===== config.mk =====
export PLATFORM = sky130hd
export DESIGN_NAME = sdram_arb
export DESIGN_NICKNAME = d
export VERILOG_FILES = /design/src/rtl/sdram_arb.sv
export SDC_FILE = /design/constraint.sdc
export NUM_CORES = 1
export LEC_CHECK = 0
export CAP_MARGIN = 20
export CORE_ASPECT_RATIO = 1.1
export CORE_UTILIZATION = 38
export DETAILED_ROUTE_END_ITERATION = 8
export PLACE_DENSITY = 0.84
export SYNTH_ARGS = -nofsm -noshare
export SYNTH_HDL_FRONTEND = slang
export SYNTH_SLANG_ARGS = --single-unit

===== constraint.sdc =====
create_clock -name clk_sys -period 2.3 [get_ports clk_sys]
set_input_delay 0.69 -clock clk_sys [delete_from_list [all_inputs] [get_ports clk_sys]]
set_output_delay 0.69 -clock clk_sys [all_outputs]
set_load 0.005 [all_outputs]

===== src/rtl/sdram_arb.sv =====
// ---------------------------------------------------------------------------
// sdram_arb
//
// Arbitrates a single SDRAM command port between the ROM download path and
// three level-sensitive read requesters (CPU, GFX, sound).  Download bytes
// are packed big-endian into 16-bit words and queued as a one-entry pending
// write.  A pending write always beats reads.  Reads are granted round-robin
// and are held off while a download is in progress.  Only one memory access
// is outstanding at a time.
//
// Ports
//   clk_sys        single rising-edge clock
//   reset_n        asynchronous active-low reset
//   rom_download   download in progress
//   ioctl_wr       one-cycle download byte strobe
//   ioctl_addr     download byte address
//   ioctl_dout     download byte
//   rd_req         level read request per requester {sound, gfx, cpu}
//   rd_addr        word address per requester, packed {r2, r1, r0}
//   rd_ack         one-cycle pulse: rd_data valid for that requester
//   rd_data        shared read data
//   mem_req        command valid towards the SDRAM controller
//   mem_we         command is a write
//   mem_addr       command word address
//   mem_din        write data
//   mem_ready      controller accepts the command this cycle
//   mem_valid      read data strobe from the controller
//   mem_dout       read data from the controller
//   rom_loaded     download finished and every word written
//   busy           access in progress or write pending
//   overflow       a download word was dropped (sticky until reset)
//
// state    | meaning
// ---------+--------------------------------------------------------------
// IDLE     | no access; choose pending write, else a round-robin read
// WR_ISSUE | presenting the pending write until mem_ready
// RD_ISSUE | presenting the granted read address until mem_ready
// RD_WAIT  | read accepted, waiting for mem_valid
// ---------------------------------------------------------------------------
module sdram_arb #(
    parameter int AW = 24
) (
    input  logic              clk_sys,
    input  logic              reset_n,
    input  logic              rom_download,
    input  logic              ioctl_wr,
    input  logic [24:0]       ioctl_addr,
    input  logic [7:0]        ioctl_dout,
    input  logic [2:0]        rd_req,
    input  logic [3*AW-1:0]   rd_addr,
    output logic [2:0]        rd_ack,
    output logic [15:0]       rd_data,
    output logic              mem_req,
    output logic              mem_we,
    output logic [AW-1:0]     mem_addr,
    output logic [15:0]       mem_din,
    input  logic              mem_ready,
    input  logic              mem_valid,
    input  logic [15:0]       mem_dout,
    output logic              rom_loaded,
    output logic              busy,
    output logic              overflow
);

    typedef enum logic [1:0] {
        IDLE     = 2'd0,
        WR_ISSUE = 2'd1,
        RD_ISSUE = 2'd2,
        RD_WAIT  = 2'd3
    } state_t;

    state_t          state, state_nxt;
    logic [1:0]      grant, grant_nxt;
    logic [1:0]      rr_ptr, rr_nxt;
    logic            ack_set;

    logic [7:0]      hi_byte;
    logic            wr_pend;
    logic [AW-1:0]   wr_addr;
    logic [15:0]     wr_data;
    logic            dl_q;
    logic            load_armed;

    logic [2:0]      elig;
    logic [2:0]      idx3;
    logic            found;
    logic [1:0]      pick;
    logic [AW-1:0]   rd_addr_sel;
    logic            wr_xfer;
    logic            odd_wr;

    assign wr_xfer = (state == WR_ISSUE) && mem_ready;
    assign odd_wr  = ioctl_wr && ioctl_addr[0];
    assign busy    = (state != IDLE) || wr_pend;

    always_comb begin
        rd_addr_sel = '0;
        case (grant)
            2'd0:    rd_addr_sel = rd_addr[AW-1:0];
            2'd1:    rd_addr_sel = rd_addr[2*AW-1:AW];
            2'd2:    rd_addr_sel = rd_addr[3*AW-1:2*AW];
            default: rd_addr_sel = '0;
        endcase
    end

    // A requester whose ack is on the wire this cycle is not eligible, so a
    // level request held through its ack does not get a duplicate grant.
    always_comb begin
        elig  = rd_req & ~rd_ack;
        found = 1'b0;
        pick  = 2'd0;
        idx3  = 3'd0;
        for (int i = 0; i < 3; i++) begin
            idx3 = {1'b0, rr_ptr} + 3'(i);
            if (idx3 >= 3'd3) begin
                idx3 = idx3 - 3'd3;
            end
            if (!found && elig[idx3[1:0]]) begin
                found = 1'b1;
                pick  = idx3[1:0];
            end
        end
    end

    always_comb begin
        state_nxt = state;
        grant_nxt = grant;
        rr_nxt    = rr_ptr;
        ack_set   = 1'b0;
        mem_req   = 1'b0;
        mem_we    = 1'b0;
        mem_addr  = '0;
        mem_din   = '0;
        case (state)
            IDLE: begin
                if (wr_pend) begin
                    state_nxt = WR_ISSUE;
                end else if (!rom_download && found) begin
                    state_nxt = RD_ISSUE;
                    grant_nxt = pick;
                    rr_nxt    = (pick == 2'd2) ? 2'd0 : pick + 2'd1;
                end
            end
            WR_ISSUE: begin
                mem_req  = 1'b1;
                mem_we   = 1'b1;
                mem_addr = wr_addr;
                mem_din  = wr_data;
                if (mem_ready) begin
                    state_nxt = IDLE;
                end
            end
            RD_ISSUE: begin
                mem_req  = 1'b1;
                mem_addr = rd_addr_sel;
                if (mem_ready) begin
                    state_nxt = RD_WAIT;
                end
            end
            RD_WAIT: begin
                if (mem_valid) begin
                    ack_set   = 1'b1;
                    state_nxt = IDLE;
                end
            end
            default: state_nxt = IDLE;
        endcase
    end

    always_ff @(posedge clk_sys or negedge reset_n) begin
        if (!reset_n) begin
            state   <= IDLE;
            grant   <= 2'd0;
            rr_ptr  <= 2'd0;
            rd_ack  <= 3'b000;
            rd_data <= 16'h0000;
        end else begin
            state   <= state_nxt;
            grant   <= grant_nxt;
            rr_ptr  <= rr_nxt;
            rd_ack  <= ack_set ? (3'b001 << grant) : 3'b000;
            if (ack_set) begin
                rd_data <= mem_dout;
            end
        end
    end

    // Download packing and the one-entry write slot.  An odd byte landing on
    // the edge the slot empties simply refills it; otherwise a full slot
    // drops the new word and flags overflow.
    always_ff @(posedge clk_sys or negedge reset_n) begin
        if (!reset_n) begin
            hi_byte  <= 8'h00;
            wr_pend  <= 1'b0;
            wr_addr  <= '0;
            wr_data  <= 16'h0000;
            overflow <= 1'b0;
        end else begin
            if (ioctl_wr && !ioctl_addr[0]) begin
                hi_byte <= ioctl_dout;
            end
            if (odd_wr) begin
                if (!wr_pend || wr_xfer) begin
                    wr_pend <= 1'b1;
                    wr_addr <= ioctl_addr[AW:1];
                    wr_data <= {hi_byte, ioctl_dout};
                end else begin
                    overflow <= 1'b1;
                end
            end else if (wr_xfer) begin
                wr_pend <= 1'b0;
            end
        end
    end

    // rom_loaded: cleared when a download starts, armed when it ends, and
    // set once the last queued word has gone out.
    always_ff @(posedge clk_sys or negedge reset_n) begin
        if (!reset_n) begin
            dl_q       <= 1'b0;
            load_armed <= 1'b0;
            rom_loaded <= 1'b0;
        end else begin
            dl_q <= rom_download;
            if (rom_download && !dl_q) begin
                rom_loaded <= 1'b0;
                load_armed <= 1'b0;
            end else if (!rom_download && dl_q) begin
                load_armed <= 1'b1;
            end else if (load_armed && !rom_download && !wr_pend) begin
                rom_loaded <= 1'b1;
                load_armed <= 1'b0;
            end
        end
    end

endmodule

## Yosys cells after proc, flatten, opt, wreduce, memory -nomap -nowiden

Cells that the tools add are included.

| operators by class | value |
|---|---|
| add/subtract/negate cells | 6 |
| order comparisons | 6 |
| equal/unequal tests | 12 |
| shifts and indexed selects | 1 |
| mux-type cells | 39 |
| bitwise operators | 4 |
| reduce and logical (&&, ||, !) cells | 31 |

Operators by type and width:

| kind | number |
|---|---|
| one-hot mux 24 bit (3 select lines) | 1 |
| one-hot mux 24 bit (2 select lines) | 1 |
| two-way mux 2 bit | 12 |
| two-way mux 1 bit | 19 |
| two-way mux 16 bit | 1 |
| logical AND 1 bit | 10 |
| < comparator 2 x 3 -> 1 bit, second input constant | 3 |
| == test 2 bit, second input constant | 4 |
| inequality test 2 bit, second input constant | 4 |
| one-hot mux 2 bit (4 select lines) | 1 |
| AND reduction 2 bit | 4 |
| binary-select mux 1 bit (select 2 bit) | 3 |
| >= comparator 3 x 2 -> 1 bit, second input constant | 2 |
| zero test 1 bit | 6 |
| nonzero test 2 bit | 3 |
| subtractor 2 bit, second input constant | 3 |
| == test 2 x 1 -> 1 bit, second input constant | 2 |
| zero test 2 bit | 2 |
| AND reduction 4 bit | 1 |
| adder 2 x 1 -> 3 bit, second input constant | 1 |
| adder 2 x 2 -> 3 bit, second input constant | 1 |
| bitwise AND 3 bit | 1 |
| two-way mux 3 bit | 1 |
| inequality test 3 bit, second input constant | 1 |
| 10 further kinds | 12 |

| storage, ports and cells | value |
|---|---|
| flip-flop bits (word level) | 78 |
| input port bits | 130 |
| logic and storage cells | 112 |

## Logic depth before layout (Yosys ltp)

Gate-level depths: netlist of run 1.

| depth | value |
|---|---|
| depth after elaboration | 15 |
| mapped depth | 8 |
| mapped depth without buffers | 7 |

## Least setup slack after synthesis of run 1

OpenSTA, ideal clock, no wires.

| timing path | value |
|---|---|
| kind | reg-to-reg |
| start | register rr_ptr[0] |
| end | register grant[0] |
| data arrival time | 2242 ps |
| required time | 2172 ps |
| slack | -69 ps |
| stages on the path, launching flop included | 8 |
| path buffers | 1 |
| clock period less this slack | 2369 ps |
| path through | dfrtp_1 > inv_1 > ha_1 > clkbuf_4 > and4bb_1 > or4_4 > o41ai_4 > mux2_1 |

| on the way | value |
|---|---|
| longest elaborated chain between the ends | 13 |
| elaborated cells on any way between the ends | 29 |
| those cells by class | add/sub (5); order compare (3); mux (15); reduce/logical (6) |

RTL lines:

| element | RTL line | text |
|---|---|---|
| start: declaration | 74 | `logic [1:0] rr_ptr, rr_nxt;` |
| start signal: assignment | 180 | `rr_ptr <= rr_nxt;` |
| parallel branches: the longest is 13 deep, another holds adder 2 x 1 -> 3 bit | -- |  |
| end signal: assignment | 179 | `grant <= grant_nxt;` |
| end: declaration | 73 | `logic [1:0] grant, grant_nxt;` |

Several ways; the timed one is not identified. The select of a mux whose other input is x is not followed.
A chain may end at the register's enable or synchronous reset.

## Final worst setup path of run 1

| timing path | value |
|---|---|
| start | input port rd_addr[22] |
| end | output port mem_addr[22] |

| on the way | value |
|---|---|
| longest elaborated chain between the ends | 2 |

RTL lines:

| element | RTL line | text |
|---|---|---|
| start: declaration | 50 | `input logic [3*AW-1:0] rd_addr,` |
| one-hot mux 24 bit (3 select lines) | 98 | `case (grant)` |
| one-hot mux 24 bit (2 select lines) | 134 | `case (state)` |
| end: declaration | 55 | `output logic [AW-1:0] mem_addr,` |

Every way passes these cells.

==> impl_results.rst, run 1 <==
.. list-table::
   :header-rows: 1

   * - Metric
     - Value
   * - Result of the run
     - finished, violations left
   * - Violated checks
     - negative setup slack
   * - Vertical die dimension
     - between 100 and 150 µm
   * - Biggest area contributors in the synthesized netlist
     - sky130_fd_sc_hd__dfrtp_1, sky130_fd_sc_hd__mux2_2, sky130_fd_sc_hd__mux2i_1
   * - Final hold violations
     - 0
   * - Overall die width
     - a little over 100 µm
   * - Share of post-route cells with drive strength above 1
     - 0.382
   * - Clock root buffer master
     - sky130_fd_sc_hd__clkbuf_16
   * - Instance count of the mapped netlist
     - 380
   * - CTS sink count
     - 78
   * - Routed wirelength normalized by instance count
     - roughly 19 µm
   * - Sequential fraction of the synthesis area
     - 0.458
   * - Largest net degree at the start of global routing
     - 40
   * - Via count of the first global-routing pass
     - about 4.3k
   * - TritonCTS clock tree
     - built
   * - Post-route standard cell area excluding fillers
     - around 7400 µm²
   * - Final std cells w/o fill
     - a little under 800
   * - Max capacitance violation total
     - 0
   * - GRT Residual Overflow
     - 0
   * - Drt initial violations
     - between 150 and 200
   * - Placed cells
     - roughly 730
   * - Clock insertion delay at the later pin of the skew report
     - 0.33 ns
   * - Standard-cell row count
     - 40
   * - Maximum level of the CTS H-tree
     - 3
   * - R2r endpoint
     - grant[1]
   * - RSZ-0062 raised after global routing
     - yes
   * - CTS Buffer Depth
     - 2
   * - Detailed-placement wirelength estimate
     - 9.86 mm
   * - Critical path type
     - primary input to output port
   * - Number of unique standard cell types used by synthesis
     - 42
   * - Flip-flop and latch count after synthesis
     - a little under 80
   * - TNS Setup
     - -2.41 ns
   * - Cell area after technology mapping
     - approximately 4300 µm²
   * - Capturing instance or port of the critical path
     - mem_addr[22]
   * - CTS clk-pin slew, worst paths
     - 0.06 ns
   * - Worst setup path start
     - rd_addr[22]
   * - Wire length of the first global-routing pass
     - approximately 21 mm
   * - R2r worst-path depth
     - 7
   * - Peak supply drop
     - between 600 and 700 µV
   * - Number of buffers created by CTS
     - 9
   * - Final Cycle Share
     - 1.07
   * - Minimum clock period
     - between 2 and 2.5 ns
   * - Weighted congestion at the end of routability-driven global placement
     - 0.870
   * - GR Util All Layers
     - 0.235
   * - Area share of the leading cell type in the synthesized netlist
     - 0.458
   * - Boundary pin count
     - 194
   * - Static leakage
     - approximately 3.2 nW
   * - Initial Util
     - 0.390
   * - Path category of the worst min-delay check
     - primary input to asynchronous set/reset pin
   * - Post-detailed-routing wire length
     - between 10 and 15 mm
   * - Number of input and output port buffers inserted
     - between 150 and 200
   * - Post-layout nets
     - around 760
   * - FF-to-FF Start
     - rr_ptr[0]
   * - Number of vias after detailed routing
     - just over 4k
   * - Relative area change from synthesis to final layout
     - 73.9%
   * - Instance area after placement
     - about 6700 µm²
   * - Pwr Density
     - approximately 1200 nW/µm²
   * - Setup slack of the critical path after layout
     - -0.167 ns
   * - Worst clock skew
     - approximately 0.0072 ns
   * - Biggest area consumer among synthesized cells
     - sky130_fd_sc_hd__dfrtp_1
   * - Antenna violations before repair
     - 2
   * - Avg Vias per Cell
     - between 5 and 6
   * - DRC violations left
     - 0
   * - Sum of internal, switching and leakage power
     - just over 9 mW
   * - Warning count from the yosys run
     - 0
   * - Element type at the critical path end
     - output port
   * - Endpoint required time on the critical path
     - 1.61 ns
   * - Critical Path Start Type
     - primary input
   * - Area inside the core boundary
     - 10900 µm²
   * - Final count of pins violating max slew
     - 0
   * - Final core occ
     - 0.679
   * - Max-slew headroom
     - 0.564
   * - Actual transition at the worst max-transition pin
     - about 0.65 ns
   * - Slack of the worst reg-to-reg path
     - -0.13 ns
   * - Synthesized area per cell
     - around 11 µm²
   * - Top achievable clock speed
     - 405 MHz
   * - Area of the die
     - 11600 µm²
   * - Fill cells
     - between 800 and 900
   * - Total iterations of the first detailed-routing run
     - 4
   * - Worst-path fanout max
     - 1
   * - Final number of setup-violating endpoints
     - 28
   * - Antenna-violating nets left
     - 0
   * - Number of nets in the synthesized netlist
     - 520
   * - Arr. time, crit path
     - around 1.8 ns
cell families (layout without fill, tap and decap cells):
family,Yosys count,count (layout),share of synthesized area
other,0,2,0
adder cells (fa/ha/maj),10,10,0.0294
flip-flops,78,78,0.458
multiplexers,94,94,0.241
AO/OA/AOI/OAI,69,69,0.108
buffers and inverters,35,280,0.0338
AND/OR/NAND/NOR,94,94,0.130
stage by stage:
step / hold slack [ns] / worst slack [ns]
floorplan: 0.394 / 0.0120
global placement: 0.457 / -0.698
detailed placement: 0.452 / -0.691
CTS: 0.163 / -0.152
global route: 0.166 / -0.243
finish: 0.173 / -0.167
metal layers:
metal  vias up  wire, µm  GRT usage
met2       178      7590      0.427
met5         -         0          0
met3        41      1090     0.0692
met4         0       376     0.0789
li1       1840         -          -
met1      1999      5520      0.257
cell type report:
cell class / count / area, µm² / area share
diodes: 2 / 5.00 / 0.000676
clock buffers: 10 / 239 / 0.0323
clock inverters: 5 / 36.3 / 0.00490
inverters: 9 / 33.8 / 0.00456
multi-input cells: 267 / 2440 / 0.330
flip-flops and latches: 78 / 1960 / 0.264
well taps: 147 / 184 / 0.0248
repair buffers: 256 / 2510 / 0.338
layout by cell type, fill, tap and decap left out, types with 4 or more instances in the layout:
cell	n
sky130_fd_sc_hd__a21oi_1	5
sky130_fd_sc_hd__a22oi_1	19
sky130_fd_sc_hd__a22oi_2	5
sky130_fd_sc_hd__and2_1	15
sky130_fd_sc_hd__buf_12	9
sky130_fd_sc_hd__buf_2	23
sky130_fd_sc_hd__buf_4	33
sky130_fd_sc_hd__buf_6	17
sky130_fd_sc_hd__clkbuf_16	12
sky130_fd_sc_hd__clkbuf_2	7
sky130_fd_sc_hd__clkdlybuf4s15_1	10
sky130_fd_sc_hd__clkdlybuf4s50_1	118
sky130_fd_sc_hd__dfrtp_1	75
sky130_fd_sc_hd__dlygate4sd2_1	30
sky130_fd_sc_hd__ha_1	5
sky130_fd_sc_hd__ha_4	5
sky130_fd_sc_hd__inv_1	5
sky130_fd_sc_hd__inv_2	4
sky130_fd_sc_hd__mux2_2	64
sky130_fd_sc_hd__mux2i_1	25
sky130_fd_sc_hd__nand2_1	12
sky130_fd_sc_hd__nand2_2	15
sky130_fd_sc_hd__nand2b_1	4
sky130_fd_sc_hd__nor2b_1	24
sky130_fd_sc_hd__o21ai_1	13
sky130_fd_sc_hd__o21ai_2	10
power by group:
part / leakage, nW / switching [mW] / internal [mW]
Combinational: 2.12 / 2.24 / 3.19
Clock: 0.138 / 0.553 / 0.756
Sequential: 0.931 / 0.389 / 1.98
Total: 3.19 / 3.19 / 5.92
critical path, stage by stage:
cell and delay [ns]:
sky130_fd_sc_hd__clkdlybuf4s50_1 0.42, sky130_fd_sc_hd__mux2i_1 0.14, sky130_fd_sc_hd__o21ai_1 0.09, sky130_fd_sc_hd__a22oi_1 0.23
sky130_fd_sc_hd__nor2b_1 0.07, sky130_fd_sc_hd__buf_2 0.14
synthesized netlist by cell type:
| master | number |
|---|---|
| sky130_fd_sc_hd__mux2i_1 | 27 |
| sky130_fd_sc_hd__nor4b_1 | 1 |
| sky130_fd_sc_hd__clkbuf_1 | 20 |
| sky130_fd_sc_hd__a21oi_2 | 1 |
| sky130_fd_sc_hd__nor3_1 | 1 |
| sky130_fd_sc_hd__or3b_1 | 1 |
| sky130_fd_sc_hd__clkbuf_4 | 1 |
| sky130_fd_sc_hd__nor2_1 | 3 |
| sky130_fd_sc_hd__mux2_1 | 3 |
| sky130_fd_sc_hd__or4_1 | 1 |
| sky130_fd_sc_hd__nor4bb_1 | 2 |
| sky130_fd_sc_hd__buf_6 | 1 |
| sky130_fd_sc_hd__nand2_1 | 28 |
| sky130_fd_sc_hd__a21o_1 | 2 |
| sky130_fd_sc_hd__inv_1 | 9 |
| sky130_fd_sc_hd__o22ai_1 | 1 |
| sky130_fd_sc_hd__o21a_1 | 1 |
| sky130_fd_sc_hd__nor3b_1 | 2 |
| sky130_fd_sc_hd__nand3b_1 | 1 |
| sky130_fd_sc_hd__or4b_1 | 1 |
| sky130_fd_sc_hd__o21ai_0 | 26 |
| sky130_fd_sc_hd__buf_1 | 3 |
| sky130_fd_sc_hd__o41ai_1 | 1 |
| sky130_fd_sc_hd__dfrtp_1 | 78 |
| sky130_fd_sc_hd__and3_1 | 1 |
| sky130_fd_sc_hd__o31ai_1 | 2 |
| sky130_fd_sc_hd__or3b_2 | 1 |
| sky130_fd_sc_hd__nand2b_1 | 4 |
| sky130_fd_sc_hd__ha_1 | 10 |
| sky130_fd_sc_hd__mux2_2 | 64 |
| sky130_fd_sc_hd__a22oi_1 | 24 |
| sky130_fd_sc_hd__a21oi_1 | 7 |
| sky130_fd_sc_hd__nor2b_1 | 27 |
| sky130_fd_sc_hd__nand4bb_1 | 1 |
| sky130_fd_sc_hd__and4bb_1 | 1 |
| sky130_fd_sc_hd__nand4b_1 | 1 |
| sky130_fd_sc_hd__a31o_2 | 2 |
| sky130_fd_sc_hd__o41ai_4 | 1 |
| sky130_fd_sc_hd__buf_2 | 1 |
| sky130_fd_sc_hd__and2_1 | 16 |
| sky130_fd_sc_hd__or4_4 | 1 |
| sky130_fd_sc_hd__a41oi_1 | 1 |
state kept, by name, indices dropped and copies added, names as in the netlist:
signal      count
dl_q            1
grant           2
hi_byte         8
load_armed      1
overflow        1
rd_ack          3
rd_data        16
rom_loaded      1
rr_ptr          2
state           2
wr_addr        24
wr_data        16
wr_pend         1
what timing repair did:
item	in CTS	in global routing
endpoints found under the hold margin	0	0
gates resized for setup	212	75
endpoints found under the setup margin	49	47
hold buffers	0	0
pin swaps	30	39
setup buffers	17	5
gates cloned	3	3
worst min path at each step:
stage	startpoint	to	slack, ns	cells past startpoint
global route	reset_n	rd_data[8]	0.17	1
detailed placement	overflow	overflow	0.45	1
global placement	overflow	overflow	0.46	1
CTS	reset_n	rd_data[11]	0.16	1
finish	reset_n	rd_data[11]	0.17	1
floorplan	reset_n	dl_q	0.39	0
No activity file was read; power rests on OpenSTA's default activity.
==> inputs of run 2 (changes only) <==
--- a/config.mk
+++ b/config.mk
@@ -9,7 +9,9 @@
 export CORE_ASPECT_RATIO = 1.1
 export CORE_UTILIZATION = 38
 export DETAILED_ROUTE_END_ITERATION = 8
+export HOLD_SLACK_MARGIN = 0.06
 export PLACE_DENSITY = 0.84
+export SETUP_SLACK_MARGIN = 0.3
 export SYNTH_ARGS = -nofsm -noshare
 export SYNTH_HDL_FRONTEND = slang
 export SYNTH_SLANG_ARGS = --single-unit
==> run 2 against run 1 <==
Against the previous run: clock power is 9.9% higher; worst setup slack better by 0.0050 ns; non-clock buffer count rose by 4; the run still ends with negative setup slack left; sequential share of layout area decreased by 0.55 points; clock-buffer cell count did not move; sequential power is essentially flat; die area unchanged; total power increased by 3.3%; worst hold slack better by 0.15 ns; critical path depth rose by 1.
==> impl_results.rst, run 2 (synthesis gave the netlist of run 1 again) <==
.. list-table::
   :header-rows: 1

   * - Metric
     - Value
   * - Max reg flops
     - 24 (unchanged)
   * - TNS Setup
     - -2.63 ns (-0.219 ns)
   * - Antenna-violating nets left
     - 0 (unchanged)
   * - FF-to-FF Start
     - rr_ptr[0]
   * - Worst clock skew
     - 0.00863 ns (+0.00140 ns)
   * - Clock root buffer master
     - sky130_fd_sc_hd__clkbuf_16
   * - Number of buffers inserted by hold repair at cts
     - 0 (unchanged)
   * - Overall die width
     - 103 µm (unchanged)
   * - GR Util All Layers
     - 0.226 (-0.00887)
   * - Instance area after placement
     - 6600 µm² (-0.83%)
   * - Number of input and output port buffers inserted
     - 193 (unchanged)
   * - DRC violations left
     - 0 (unchanged)
   * - Routed wirelength normalized by instance count
     - 18.8 µm (-0.30%)
   * - Max-slew headroom
     - 0.547 (-0.0165)
   * - Largest net degree at the start of global routing
     - 44 (+10%)
   * - R2r endpoint
     - grant[1]
   * - Number of buffers created by CTS
     - 9 (unchanged)
   * - Post-route standard cell area excluding fillers
     - 7560 µm² (+2.0%)
   * - Critical path type
     - register to output port
   * - Final std cells w/o fill
     - 779 (+0.65%)
   * - Actual transition at the worst max-transition pin
     - 0.678 ns (+0.0248 ns)
   * - Placed cells
     - 723 (-1.2%)
   * - Antenna violations before repair
     - 2 (unchanged)
   * - Initial Util
     - 0.390 (unchanged)
   * - Max capacitance violation total
     - 0 (unchanged)
   * - Violated checks
     - negative setup slack
   * - Top achievable clock speed
     - 406 MHz (+0.20%)
   * - Leading registers by flop count
     - wr_addr: 24 flops, rd_data: 16 flops, wr_data: 16 flops
   * - R2r worst-path depth
     - 7 (unchanged)
   * - Vertical die dimension
     - 113 µm (unchanged)
   * - Wire length of the first global-routing pass
     - 20.2 mm (-3.8%)
   * - Area of the die
     - 11600 µm² (unchanged)
   * - Relative area change from synthesis to final layout
     - 77.5%
   * - TritonCTS clock tree
     - built
   * - Total iterations of the first detailed-routing run
     - 4 (unchanged)
   * - Final Cycle Share
     - 1.07 (-0.00218)
   * - Sum of internal, switching and leakage power
     - 9.41 mW (+3.3%)
   * - RSZ-0062 raised after global routing
     - yes
   * - Share of post-route cells with drive strength above 1
     - 0.375 (-0.00780)
   * - Minimum clock period
     - 2.46 ns (-0.00501 ns)
   * - CTS sink count
     - 78 (unchanged)
   * - Most common library cell in the layout ignoring fill and taps
     - sky130_fd_sc_hd__clkdlybuf4s50_1
   * - Via count of the first global-routing pass
     - 4183 (-3.1%)
   * - Pwr Density
     - 1240 nW/µm² (+1.3%)
   * - Most frequent cells in the layout
     - sky130_fd_sc_hd__clkdlybuf4s50_1, sky130_fd_sc_hd__dfrtp_1, sky130_fd_sc_hd__dlygate4sd2_1, sky130_fd_sc_hd__mux2_4, sky130_fd_sc_hd__buf_4
   * - Setup slack of the critical path after layout
     - -0.162 ns (+0.00501 ns)
   * - Final number of setup-violating endpoints
     - 29 (+3.6%)
   * - Final hold slack
     - 0.323 ns (+0.150 ns)
   * - Arr. time, crit path
     - 1.77 ns (about the same)
   * - Post-layout nets
     - 765 (+0.53%)
   * - Final hold violations
     - 0 (unchanged)
   * - Element type at the critical path end
     - output port
   * - Endpoint required time on the critical path
     - 1.61 ns (about the same)
   * - Final count of pins violating max slew
     - 0 (unchanged)
   * - Critical Path Start Type
     - register
   * - Result of the run
     - finished, violations left
   * - Boundary pin count
     - 194 (unchanged)
   * - Drt initial violations
     - 161 (-0.62%)
   * - Largest Register
     - wr_addr
   * - Avg Vias per Cell
     - 5.10 (-2.7%)
   * - Detailed-placement wirelength estimate
     - 9.06 mm (-8.1%)
   * - Clock insertion delay at the later pin of the skew report
     - 0.33 ns (about the same)
   * - Weighted congestion at the end of routability-driven global placement
     - 0.763 (-12%)
   * - Standard-cell row count
     - 40 (unchanged)
   * - CTS Buffer Depth
     - 2 (unchanged)
   * - GRT Residual Overflow
     - 0 (unchanged)
   * - CTS clk-pin slew, worst paths
     - 0.06 ns (about the same)
   * - Peak supply drop
     - 805 µV (+23%)
   * - Static leakage
     - 3.34 nW (+4.7%)
   * - Fill cells
     - 815 (-4.2%)
   * - Path category of the worst min-delay check
     - primary input to asynchronous set/reset pin
   * - Post-detailed-routing wire length
     - 14.6 mm (+0.34%)
   * - Worst-path fanout max
     - 6 (+5)
   * - Maximum level of the CTS H-tree
     - 3 (unchanged)
   * - Area inside the core boundary
     - 10900 µm² (unchanged)
   * - Slack of the worst reg-to-reg path
     - -0.09 ns (+0.04 ns)
   * - Number of vias after detailed routing
     - 3974 (-2.1%)
[run 2: cell types whose count changed in the layout (fill, tap and decap cells not counted), sizes merged]
cell	delta
inv	+2
clkbuf	+1
dlymetal6s2s	-2
buf	+15
bufinv	+1
clkdlybuf4s15	-9
clkdlybuf4s50	-15
clkinvlp	+3
clkinv	-5
dlygate4sd2	+16
bufbuf	-2
[run 2: final cells by class]
cell class	instances	area (µm²)	share of cell area
flip-flops and latches	78	1950	0.259
clock buffers	10	229	0.0303
diodes	2	5.00	0.000662
multi-input cells	267	2510	0.333
clock inverters	6	70.1	0.00927
inverters	9	33.8	0.00447
repair buffers	260	2560	0.339
well taps	147	184	0.0243
[run 2: critical path, cell delays in order (launching register included)]
cell and delay (ns):
sky130_fd_sc_hd__dfrtp_2 0.48, sky130_fd_sc_hd__buf_12 0.16, sky130_fd_sc_hd__buf_16 0.13, sky130_fd_sc_hd__mux2i_1 0.17
sky130_fd_sc_hd__o21ai_1 0.11, sky130_fd_sc_hd__a22oi_1 0.19, sky130_fd_sc_hd__nor2b_1 0.08, sky130_fd_sc_hd__buf_2 0.13
[run 2: timing repair]
action,CTS,global route
endpoints found under the setup margin,73,80
resized for setup,224,110
cloned,2,7
pin swaps,33,8
setup buffers,14,15
[run 2: worst max path at each step]
stage	startpoint	endpoint	slack, ns	cells past startpoint
6_report	grant[0]	mem_addr[12]	-0.16	7
5_1_grt	grant[0]	mem_addr[21]	-0.24	7
4_1_cts	state[0]	mem_req	-0.22	4
3_5_place_dp	rd_addr[17]	mem_addr[17]	-0.54	6
3_3_place_gp	rd_addr[4]	mem_addr[4]	-0.55	6
2_1_floorplan	rr_ptr[0]	rr_ptr[0]	0.01	8
[run 2: power breakdown]
part / total (mW) / switching, mW / internal [mW] / leakage (nW)
logic: 5.61 / 2.22 / 3.39 / 2.27
clock network: 1.44 / 0.587 / 0.849 / 0.136
registers: 2.36 / 0.385 / 1.97 / 0.932
[run 2: stage by stage]
stage	util	worst slack, ns
floorplan	-	0.0141
global placement	0.605	-0.545
detailed placement	0.605	-0.538
CTS	0.639	-0.222
global route	0.693	-0.240
finish	0.693	-0.162
[run 2: metal layers]
| metal | routed length (µm) | vias to the layer above | global-route usage |
|---|---|---|---|
| li1 | - | 1849 | - |
| met5 | 0 | - | 0 |
| met4 | 272 | 0 | 0.0742 |
| met2 | 7600 | 147 | 0.428 |
| met3 | 901 | 21 | 0.0506 |
| met1 | 5850 | 1957 | 0.243 |
==> inputs of run 3 (changes only) <==
--- a/config.mk
+++ b/config.mk
@@ -11,7 +11,7 @@
 export DETAILED_ROUTE_END_ITERATION = 8
 export HOLD_SLACK_MARGIN = 0.06
 export PLACE_DENSITY = 0.84
-export SETUP_SLACK_MARGIN = 0.3
+export SETUP_SLACK_MARGIN = 0.05
 export SYNTH_ARGS = -nofsm -noshare
 export SYNTH_HDL_FRONTEND = slang
 export SYNTH_SLANG_ARGS = --single-unit
==> run 3 against run 2 <==
Against the previous run: clock power is 9% higher; sequential power hardly changed; critical endpoint is now mem_addr[11]; wire length down 2.3%; worst hold slack worse by 0.033 ns; worst setup slack got worse by 0.0035 ns; sequential cell count unchanged; largest cell class is now multi-input combinational cells; critical path depth decreased by 1; die area did not move; the run still ends with negative setup slack left; total power is 0.51% lower.
==> impl_results.rst, run 3 (synthesis gave the netlist of run 1 again) <==
.. list-table::
   :header-rows: 1

   * - Metric
     - Value
   * - Result of the run
     - finished, violations left
   * - Violated checks
     - negative setup slack
   * - Final hold slack
     - 0.290 ns (-0.0331 ns)
   * - Static leakage
     - 3.16 nW (-5.3%)
   * - Via count of the first global-routing pass
     - 4114 (-1.6%)
   * - Weighted congestion at the end of routability-driven global placement
     - 0.763 (+0.10%)
   * - Vertical die dimension
     - 113 µm (unchanged)
   * - Number of input and output port buffers inserted
     - 193 (unchanged)
   * - Combinational power share
     - 0.580 (-0.017)
   * - Maximum level of the CTS H-tree
     - 3 (unchanged)
   * - Post-route standard cell area excluding fillers
     - 7340 µm² (-2.8%)
   * - Most common library cell in the layout ignoring fill and taps
     - sky130_fd_sc_hd__clkdlybuf4s50_1
   * - Max-slew headroom
     - 0.635 (+0.0877)
   * - Leading registers by flop count
     - wr_addr: 24 flops, rd_data: 16 flops, wr_data: 16 flops
   * - TritonCTS clock tree
     - built
   * - GR Util All Layers
     - 0.234 (+0.00756)
   * - R2r worst-path depth
     - 7 (unchanged)
   * - CTS sink count
     - 78 (unchanged)
   * - Number of vias after detailed routing
     - 4013 (+0.98%)
   * - Element type at the critical path end
     - output port
   * - Slack of the worst reg-to-reg path
     - -0.05 ns (+0.04 ns)
   * - Max capacitance violation total
     - 0 (unchanged)
   * - ANT cells
     - 0 (-2)
   * - Net load switching power
     - 3.24 mW (+1.6%)
   * - Capturing instance or port of the critical path
     - mem_addr[11]
   * - Relative contribution of sequential cells to total power
     - 0.252 (about the same)
   * - Relative area change from synthesis to final layout
     - 72.5%
   * - Critical path type
     - primary input to output port
   * - Area inside the core boundary
     - 10900 µm² (unchanged)
   * - Arr. time, crit path
     - 1.78 ns (about the same)
   * - Final Cycle Share
     - 1.07 (+0.00151)
   * - Final number of setup-violating endpoints
     - 28 (-3.4%)
   * - Overall die width
     - 103 µm (unchanged)
   * - Largest net degree at the start of global routing
     - 48 (+9.1%)
   * - Boundary pin count
     - 194 (unchanged)
   * - R2r endpoint
     - rr_ptr[0]
   * - Critical Path Start Type
     - primary input
   * - Routed wirelength normalized by instance count
     - 18.6 µm (-0.68%)
   * - Area of the die
     - 11600 µm² (unchanged)
   * - Peak supply drop
     - 698 µV (-13%)
   * - Fill cells
     - 870 (+6.7%)
   * - Sum of internal, switching and leakage power
     - 9.36 mW (-0.51%)
   * - Final hold violations
     - 0 (unchanged)
   * - Endpoint required time on the critical path
     - 1.61 ns (about the same)
   * - Max reg flops
     - 24 (unchanged)
   * - Post-layout nets
     - 754 (-1.4%)
   * - Placed cells
     - 721 (-0.28%)
   * - Number of buffers inserted by hold repair at cts
     - 0 (unchanged)
   * - Setup slack of the critical path after layout
     - -0.166 ns (-0.00347 ns)
   * - Initial Util
     - 0.390 (unchanged)
   * - Clock insertion delay at the later pin of the skew report
     - 0.34 ns (about the same)
   * - Most frequent cells in the layout
     - sky130_fd_sc_hd__clkdlybuf4s50_1, sky130_fd_sc_hd__dfrtp_1, sky130_fd_sc_hd__mux2_2, sky130_fd_sc_hd__buf_2, sky130_fd_sc_hd__buf_4
   * - Minimum clock period
     - 2.47 ns (+0.00347 ns)
   * - Instance area after placement
     - 6570 µm² (-0.42%)
   * - GRT Residual Overflow
     - 0 (unchanged)
   * - Top achievable clock speed
     - 406 MHz (-0.14%)
   * - Detailed-placement wirelength estimate
     - 9.03 mm (-0.37%)
   * - Actual transition at the worst max-transition pin
     - 0.544 ns (-0.133 ns)
   * - FF-to-FF Start
     - rr_ptr[0]
   * - DRC violations left
     - 0 (unchanged)
   * - Standard-cell row count
     - 40 (unchanged)
   * - Internal Pwr Total
     - 6.12 mW (-1.6%)
   * - RSZ-0062 raised after global routing
     - yes
   * - Worst-path fanout max
     - 1 (-5)
   * - Clock root buffer master
     - sky130_fd_sc_hd__clkbuf_16
   * - Worst setup path start
     - rd_addr[35]
   * - Post-detailed-routing wire length
     - 14.3 mm (-2.3%)
   * - CTS clk-pin slew, worst paths
     - 0.06 ns (about the same)
   * - Antenna violations before repair
     - 0 (-2)
   * - Drt initial violations
     - 153 (-5.0%)
   * - Worst clock skew
     - 0.00493 ns (-0.00370 ns)
   * - Antenna-violating nets left
     - 0 (unchanged)
   * - Total iterations of the first detailed-routing run
     - 4 (unchanged)
   * - Final count of pins violating max slew
     - 0 (unchanged)
   * - Path category of the worst min-delay check
     - primary input to asynchronous set/reset pin
   * - Share of post-route cells with drive strength above 1
     - 0.365 (-0.00950)
   * - Number of buffers created by CTS
     - 9 (unchanged)
   * - Wire length of the first global-routing pass
     - 20.5 mm (+1.6%)
   * - Sw frac
     - 0.346 (+0.00711)
   * - Clock network fraction of total power
     - 0.167 (+0.014)
   * - Pwr Density
     - 1270 nW/µm² (+2.4%)
   * - Avg Vias per Cell
     - 5.24 (+2.7%)
   * - CTS Buffer Depth
     - 2 (unchanged)
   * - Final std cells w/o fill
     - 766 (-1.7%)
   * - Largest Register
     - wr_addr
-- run 3: power groups by stage --
| stage | Combinational, mW | Sequential (mW) | Clock, mW |
|---|---|---|---|
| 2_1_floorplan | 2.23 | 2.23 | 0 |
| 3_3_place_gp | 4.21 | 2.28 | 0 |
| 3_5_place_dp | 4.32 | 2.33 | 0 |
| 4_1_cts | 5.12 | 2.35 | 1.60 |
| 5_1_grt | 5.77 | 2.43 | 1.66 |
| 6_report | 5.43 | 2.36 | 1.57 |
-- run 3: what timing repair did --
action,in CTS,in global routing
pin swaps,26,21
resized for setup,242,33
cloned,4,4
endpoints found under the hold margin,0,0
buffers inserted,20,4
endpoints found under the setup margin,49,35
-- run 3: stage by stage --
stage               setup slack, ns  utilization  TNS [ns]
CTS                          -0.132        0.655     -2.28
detailed placement           -0.639        0.603    -14.92
floorplan                    0.0141            -         0
global route                 -0.223        0.673     -3.96
global placement             -0.632        0.603    -13.83
finish                       -0.166        0.673     -2.00
-- run 3: layer usage --
layer	up-vias	part of all wire	wire length, µm	track usage
met2	170	0.53	7530	0.425
met5	-	0	0	0
li1	1838	-	-	-
met1	1980	0.38	5470	0.264
met3	25	0.071	1010	0.0550
met4	0	0.019	272	0.0808
-- run 3: worst min path at each step --
stage	from	end	slack, ns	cells after the start
6_report	reset_n	wr_addr[17]	0.29	1
5_1_grt	reset_n	wr_addr[17]	0.31	1
4_1_cts	reset_n	wr_addr[17]	0.30	1
3_5_place_dp	overflow	overflow	0.47	1
3_3_place_gp	overflow	overflow	0.45	1
2_1_floorplan	reset_n	dl_q	0.39	0
-- run 3: critical path, cell delays in order --
cell and delay, ns:
sky130_fd_sc_hd__clkdlybuf4s50_1 0.46, sky130_fd_sc_hd__mux2i_1 0.06, sky130_fd_sc_hd__o21ai_0 0.23, sky130_fd_sc_hd__a22oi_2 0.11, sky130_fd_sc_hd__nor2b_4 0.11, sky130_fd_sc_hd__buf_2 0.11
-- run 3: final cells by class --
cell class                 instances  area (µm²)  area share
clock buffer                       9         225      0.0307
clock inverter                     7         105      0.0143
inverter                           9        33.8     0.00460
multi-input combinational        267        2420       0.330
sequential                        78        1960       0.266
tap                              147         184      0.0250
timing repair buffer             249        2420       0.329
